==> src/rtl/vnu_serial_if.sv <==
// rtl/vnu_serial_if.sv - input/output handshake bundle of the serial variable-node unit
interface vnu_serial_if #(
    parameter int DATA_W = 8,
    parameter int DEG_W  = 4,
    parameter int Q_W    = 8
);
    logic              in_valid;
    logic              in_ready;
    logic              in_first;
    logic [DATA_W-1:0] in_data;
    logic [DEG_W-1:0]  in_deg;
    logic              out_valid;
    logic              out_ready;
    logic [Q_W-1:0]    out_q;
    logic              out_last;
    logic              dec;
    logic              dec_valid;
    logic              err;

    modport master (
        output in_valid, in_first, in_data, in_deg, out_ready,
        input  in_ready, out_valid, out_q, out_last, dec, dec_valid, err
    );

    modport slave (
        input  in_valid, in_first, in_data, in_deg, out_ready,
        output in_ready, out_valid, out_q, out_last, dec, dec_valid, err
    );
endinterface

==> src/rtl/vnu_serial.sv <==
// rtl/vnu_serial.sv - serial LDPC variable-node unit: accumulate, decide, replay extrinsic messages
module vnu_serial #(
    parameter int DATA_W  = 8,
    parameter int D_MAX   = 12,
    parameter int EXT_W   = 4,
    parameter int SAT_OUT = 1,
    parameter int DEG_W   = 4
) (
    input logic        clk,
    input logic        rst,
    vnu_serial_if.slave bus
);
    localparam int SUM_W = DATA_W + EXT_W;
    localparam int Q_W   = (SAT_OUT != 0) ? DATA_W : SUM_W;
    localparam logic signed [SUM_W-1:0] Q_MAX   = SUM_W'((1 << (DATA_W - 1)) - 1);
    localparam logic [DEG_W-1:0]        DEG_MAX = DEG_W'(D_MAX);
    localparam logic [DEG_W-1:0]        DEG_ONE = DEG_W'(1);

    typedef enum logic [1:0] {IDLE, ACCUM, EMIT} state_t;

    state_t                  state;
    logic signed [SUM_W-1:0] acc;
    logic [DEG_W-1:0]        deg;
    logic [DEG_W-1:0]        cnt;
    logic [DATA_W-1:0]       msg_buf [D_MAX];

    logic signed [SUM_W-1:0] s_next;
    logic [DATA_W-1:0]       first_msg;
    logic [DATA_W-1:0]       adv_msg;
    logic [DEG_W-1:0]        cnt_inc;
    logic                    in_fire;
    logic                    out_fire;
    logic                    last_msg;

    function automatic logic signed [SUM_W-1:0] sext(input logic [DATA_W-1:0] v);
        return {{EXT_W{v[DATA_W-1]}}, v};
    endfunction

    // Symmetric clamp: the most negative DATA_W code never appears on out_q.
    function automatic logic [Q_W-1:0] shape(input logic signed [SUM_W-1:0] v);
        logic signed [SUM_W-1:0] c;
        c = v;
        if (SAT_OUT != 0) begin
            if (v > Q_MAX)
                c = Q_MAX;
            else if (v < -Q_MAX)
                c = -Q_MAX;
        end
        return c[Q_W-1:0];
    endfunction

    // q_0 is formed on the same edge that absorbs the last r, so buf[0] may still be on in_data.
    always_comb begin
        in_fire   = bus.in_valid && bus.in_ready;
        out_fire  = bus.out_valid && bus.out_ready;
        cnt_inc   = cnt + DEG_ONE;
        s_next    = acc + sext(bus.in_data);
        first_msg = (cnt == '0) ? bus.in_data : msg_buf[0];
        adv_msg   = (cnt_inc < DEG_MAX) ? msg_buf[cnt_inc] : msg_buf[0];
        last_msg  = (cnt_inc == deg);
    end

    always_ff @(posedge clk) begin
        if (state == ACCUM && in_fire && !bus.in_first)
            msg_buf[cnt] <= bus.in_data;
    end

    always_ff @(posedge clk) begin
        if (rst) begin
            state         <= IDLE;
            acc           <= '0;
            deg           <= '0;
            cnt           <= '0;
            bus.in_ready  <= 1'b0;
            bus.out_valid <= 1'b0;
            bus.out_q     <= '0;
            bus.out_last  <= 1'b0;
            bus.dec       <= 1'b0;
            bus.dec_valid <= 1'b0;
            bus.err       <= 1'b0;
        end else begin
            bus.dec_valid <= 1'b0;
            bus.err       <= 1'b0;
            case (state)
                IDLE, ACCUM: begin
                    bus.in_ready <= 1'b1;
                    if (in_fire) begin
                        if (bus.in_first) begin
                            acc <= sext(bus.in_data);
                            deg <= bus.in_deg;
                            cnt <= '0;
                            if (bus.in_deg == '0) begin
                                bus.dec       <= bus.in_data[DATA_W-1];
                                bus.dec_valid <= 1'b1;
                                bus.err       <= (state == ACCUM);
                                state         <= IDLE;
                            end else if (bus.in_deg > DEG_MAX) begin
                                bus.err <= 1'b1;
                                state   <= IDLE;
                            end else begin
                                bus.err <= (state == ACCUM);
                                state   <= ACCUM;
                            end
                        end else if (state == IDLE) begin
                            bus.err <= 1'b1;
                        end else begin
                            acc <= s_next;
                            cnt <= cnt_inc;
                            if (last_msg) begin
                                state         <= EMIT;
                                cnt           <= '0;
                                bus.in_ready  <= 1'b0;
                                bus.dec       <= s_next[SUM_W-1];
                                bus.dec_valid <= 1'b1;
                                bus.out_valid <= 1'b1;
                                bus.out_q     <= shape(s_next - sext(first_msg));
                                bus.out_last  <= (deg == DEG_ONE);
                            end
                        end
                    end
                end
                EMIT: begin
                    if (out_fire) begin
                        if (bus.out_last) begin
                            state         <= IDLE;
                            bus.in_ready  <= 1'b1;
                            bus.out_valid <= 1'b0;
                            bus.out_last  <= 1'b0;
                        end else begin
                            cnt          <= cnt_inc;
                            bus.out_q    <= shape(acc - sext(adv_msg));
                            bus.out_last <= ((cnt_inc + DEG_ONE) == deg);
                        end
                    end
                end
                default: state <= IDLE;
            endcase
        end
    end
endmodule

==> src/flat_wrapper.sv <==
// flat-port wrapper written by rule: the top's interface ports become plain ports
module vnu_serial_flat 
#(
    parameter int DATA_W  = 8,
    parameter int D_MAX   = 12,
    parameter int EXT_W   = 4,
    parameter int SAT_OUT = 1,
    parameter int DEG_W   = 4
)
  (clk, rst, bus_in_valid, bus_in_first, bus_in_data, bus_in_deg, bus_out_ready, bus_in_ready, bus_out_valid, bus_out_q, bus_out_last, bus_dec, bus_dec_valid, bus_err);
  vnu_serial_if #(.DATA_W(DATA_W), .DEG_W(DEG_W), .Q_W(8)) bus_i ();
  input logic clk;
  input logic rst;
  input wire logic [$bits(bus_i.in_valid)-1:0] bus_in_valid;
  input wire logic [$bits(bus_i.in_first)-1:0] bus_in_first;
  input wire logic [$bits(bus_i.in_data)-1:0] bus_in_data;
  input wire logic [$bits(bus_i.in_deg)-1:0] bus_in_deg;
  input wire logic [$bits(bus_i.out_ready)-1:0] bus_out_ready;
  output wire logic [$bits(bus_i.in_ready)-1:0] bus_in_ready;
  output wire logic [$bits(bus_i.out_valid)-1:0] bus_out_valid;
  output wire logic [$bits(bus_i.out_q)-1:0] bus_out_q;
  output wire logic [$bits(bus_i.out_last)-1:0] bus_out_last;
  output wire logic [$bits(bus_i.dec)-1:0] bus_dec;
  output wire logic [$bits(bus_i.dec_valid)-1:0] bus_dec_valid;
  output wire logic [$bits(bus_i.err)-1:0] bus_err;
  assign bus_i.in_valid = bus_in_valid;
  assign bus_i.in_first = bus_in_first;
  assign bus_i.in_data = bus_in_data;
  assign bus_i.in_deg = bus_in_deg;
  assign bus_i.out_ready = bus_out_ready;
  assign bus_in_ready = bus_i.in_ready;
  assign bus_out_valid = bus_i.out_valid;
  assign bus_out_q = bus_i.out_q;
  assign bus_out_last = bus_i.out_last;
  assign bus_dec = bus_i.dec;
  assign bus_dec_valid = bus_i.dec_valid;
  assign bus_err = bus_i.err;
  vnu_serial #(.DATA_W(DATA_W), .D_MAX(D_MAX), .EXT_W(EXT_W), .SAT_OUT(SAT_OUT), .DEG_W(DEG_W)) u_core (.clk(clk), .rst(rst), .bus(bus_i));
endmodule
==> config.mk <==
export PLATFORM = sky130hd
export DESIGN_NAME = vnu_serial_flat
export DESIGN_NICKNAME = d
export VERILOG_FILES = /design/src/rtl/vnu_serial_if.sv /design/src/rtl/vnu_serial.sv /design/src/flat_wrapper.sv
export SDC_FILE = /design/constraint.sdc
export NUM_CORES = 1
export LEC_CHECK = 0
export ABC_AREA = 1
export CAP_MARGIN = 20
export CORE_ASPECT_RATIO = 1.2
export CORE_MARGIN = 2
export CORE_UTILIZATION = 42
export DETAILED_ROUTE_END_ITERATION = 7
export MAX_ROUTING_LAYER = met4
export PLACE_DENSITY = 0.6
export SYNTH_ARGS = -nofsm -noshare
export SYNTH_HDL_FRONTEND = slang
export SYNTH_SLANG_ARGS = --single-unit
==> constraint.sdc <==
create_clock -name clk -period 6.9 [get_ports clk]
set_clock_uncertainty 0.1 [all_clocks]
set_input_delay 0.69 -clock clk [delete_from_list [all_inputs] [get_ports clk]]
set_output_delay 0.69 -clock clk [all_outputs]
set_load 0.01 [all_outputs]
==> results.yml <==
clock_tree:
  clock_insertion_delay_worst_skew_ns: 0.43
  cts.path.max_buffers: 2
  ctsResizeCount: 0
  clock_transition_at_the_register_clock_pins_on_the_worst_setup_and_hold_paths_after_cts_ns: 0.06
  cts_tree: "built"
  htree_num_levels: 4
  clock_buffer_count_from_cts: 17
  cts-root-buf: "clkbuf_16"
  cts.sink_count: 132
  post_cts_buffers: 0
  ctsHoldBuffers: 0
logic_synthesis:
  syn_avg_cell_area_um2: 8.35
  ys.warnings.count: 0
  mux_contribution_to_synthesized_area_pct: 0.142
  synth_top_family_by_area: "simple AND/OR/NAND/NOR gates"
  synth.yosys.seq_area_share_pct: 45.5
  synth_compound_gate_area_share_pct: 15.9
  yosys_register_bits: 132
  post_synth_num_cell_types: 49
  synthSimpleGateAreaFrac_pct: 21.8
  synth_area_um2: 7920
  synth_xor_area_share_pct: 2.83
  mappedNetlistNets: 1008
  synth_cells: 948
  synth_enable_flop_cells: 96
  postSynth.asyncResetShare_pct: 0
  yosys.area_share.adder_pct: 7.08
  synth_top_flop_cell: "edfxtp_1"
route:
  drt_first_iter_violations: 416
  drt-vias-per-instance: 5.25
  drt_pre_antenna_iters: 4
  drtAntennaViolNets: 0
  route.vias.total: 6573
  postRouteWirelength_mm: 21.0
  drc_errors: 0
  avgRoutedWirePerCell_um: 16.7
sta:
  final_worst_path_setup_slack_ns: 2.04
  grt_setup_unrepaired: "no"
  fin_crit_sh_pct: 70.4
  max_freq_ghz: 0.206
  timing_worst_slew_pin_value_ns: 0.802
  timing.setup.tns_ns: 0
  timing.slew.headroom_pct: 46.5
  setup-violations-final: 0
  report.final.hold_viol_count: 0
  finalHoldWorstSlack_ns: 0.374
  timing.final.crit_period_ns: 4.86
  final_slew_viol_count: 0
global_routing:
  grt_antenna_before_repair: 0
  track_usage_pct: 22.7
  grt_first_pass_wirelength_mm: 33.7
  number_of_global_route_vias_before_repair: 6494
  overflow: 0
  grt_start_max_net_pins: 47
worst_setup_path:
  crit_path_end_kind: "flip-flop"
  startpoint_type: "flip-flop"
  path_max_fanout: 33
  path_class: "flip-flop to flip-flop"
  timing.critical_path.arrival_ns: 5.05
  cp.required_ns: 7.10
die:
  chipWidth_um: 129
  full_die_area_um2: 20000
  die_height_um: 154
  floorplan.core_area_um2: 18600
  floorplan.rows: 55
  boundaryPins: 31
  initial_utilization_pct: 42.4
status:
  result_of_the_run: "finished clean"
place:
  gpl.final_weighted_congestion: 0.885
  port-buffer-count: 30
  preCtsSetupSlack_ns: 1.88
  dpl.hpwl_mm: 15.0
worst_hold_path:
  classification_of_the_worst_slack_hold_path: "flip-flop to flip-flop"
cells_and_area:
  antennaDiodeCount: 0
  final_layout_size_suffix_gt1_share_pct: 8.73
  fin_util_pct: 48.9
  fin_nets: 1043
  layout_overhead_on_the_synthesized_area_pct: 15.1
  n_fill_cell: 1780
pwr:
  fin_total_pwr_w: 0.00410
  peakVddDrop_mv: 0.264
  power_density_nw_per_um2: 450
  cellLeakagePower_nw: 3.77
job:
  max-cap-violations: 0
[state kept, by name, summed over array words and instances, names as in the netlist, 2 cells and up]
register and cells:
u_core.cnt 4, u_core.acc 12, u_core.deg 4, u_core.state 2
u_core.msg_buf 96, u_core.bus.out_q 8
[final cells by class]
class | count | area, µm² | share of cell area [%]
clock buffer | 18 | 429 | 4.71
clock inverter | 14 | 151 | 1.66
inverter | 111 | 417 | 4.57
multi-input combinational | 676 | 3780 | 41.5
sequential | 132 | 3600 | 39.6
tap | 256 | 320 | 3.51
timing repair buffer | 45 | 413 | 4.53
[logic make-up (layout without fill, tap and decap cells)]
group | count (synthesis) | count (layout)
buf+inv | 140 | 188
mux | 1 | 1
simple gates | 386 | 386
flops | 132 | 132
fa+ha+maj | 43 | 43
xor+xnor | 23 | 23
compound gates | 223 | 223
[per-stage QoR]
step                      instances  area, µm²
final                          1252       9110
after global placement         1220       8530
after CTS                      1252       9110
after floorplan                 948       7920
after detailed placement       1220       8530
after global routing           1252       9110
[power by group]
| group | switching [W] | total, W | leakage [nW] | internal [W] |
|---|---|---|---|---|
| clock | 0.000357 | 0.000892 | 0.277 | 0.000535 |
| combinational | 0.00147 | 0.00224 | 2.33 | 0.000770 |
| sequential | 0.0000681 | 0.000965 | 1.16 | 0.000897 |
| total | 0.00190 | 0.00410 | 3.77 | 0.00220 |
[worst max-delay path, cell delays in order (launching register included)]
cell	delay [ns]
dfxtp_2	0.72
clkinv_1	0.20
ha_1	0.34
inv_1	0.42
o21ai_0	0.19
o221ai_1	0.19
o211ai_1	0.17
a31oi_1	0.22
ha_1	0.19
inv_1	0.07
fa_1	0.46
a21oi_1	0.16
o21ai_0	0.12
nand3_1	0.09
nand2_1	0.06
xor2_1	0.18
nand2_1	0.08
nor2_1	0.11
nand2_1	0.06
nand3_1	0.08
nand2_1	0.07
inv_1	0.14
a21oi_1	0.11
nand2_1	0.12
a21oi_2	0.05
[final timing paths]
check	start	endpoint	slack (ns)	depth (start not counted)
worst max register to register	u_core.cnt[0]	u_core.bus.out_q[5]	2.04	24
worst min-delay path	u_core.bus.out_q[6]	u_core.bus.out_q[6]	0.37	2
worst min register to register	u_core.bus.out_q[6]	u_core.bus.out_q[6]	0.37	2
worst max-delay path	u_core.cnt[0]	u_core.bus.out_q[5]	2.04	24
[metal layers]
layer	track usage [%]	vias up	share of wire (%)
met5	-	-	0
met4	8.90	0	2.7
met3	2.84	31	2.9
met2	38.2	121	50
met1	27.6	3102	44
li1	-	3319	-
[cells in the final DEF, fill, tap and decap left out, drive strengths merged, types with 2 or more instances in the layout]
cell and n:
clkbuf 18, a31oi 6, a21o 2, inv 113, clkinvlp 3, clkinv 7, ha 40, edfxtp 96
fa 3, nand3 62, xnor2 6, o22ai 15, nor2 90, a21oi 70, nand3b 5, o21bai 5
nand2 196, o21ai 105, o211ai 15, clkdlybuf4s50 30, nand4 11, bufinv 2, dfxtp 36, buf 15
xor2 17, nor3 19
[cell usage after synthesis, types with 2 or more instances]
cell      number  share of area, %
nor2_4         2              0.28
ha_1          40               6.3
a31oi_1        6              0.47
buf_2          3              0.19
nand3b_1       4              0.38
nor2_1        85               4.0
o21bai_1       5              0.47
xor2_1        15               1.7
nand2_2       13               1.0
a21oi_1       64               4.0
fa_1           3              0.76
a21oi_2        5              0.55
dfxtp_1       36               9.1
nand2_1      179               8.5
nand3_2        2              0.25
nor3_1        19               1.2
nand3_1       60               3.8
inv_1        106               5.0
clkinv_1       2             0.095
nand2_4        4              0.57
xnor2_1        5              0.55
nand4_1       10              0.79
nor2_2         3              0.24
o21ai_0      100               6.3
clkbuf_1      23               1.1
o211ai_1      15               1.4
a21o_1         2              0.19
edfxtp_1      96                36
inv_2          3              0.14
o21ai_1        4              0.25
xor2_2         2              0.41
o22ai_1       15               1.2
(Power assumes the default switching activity.)
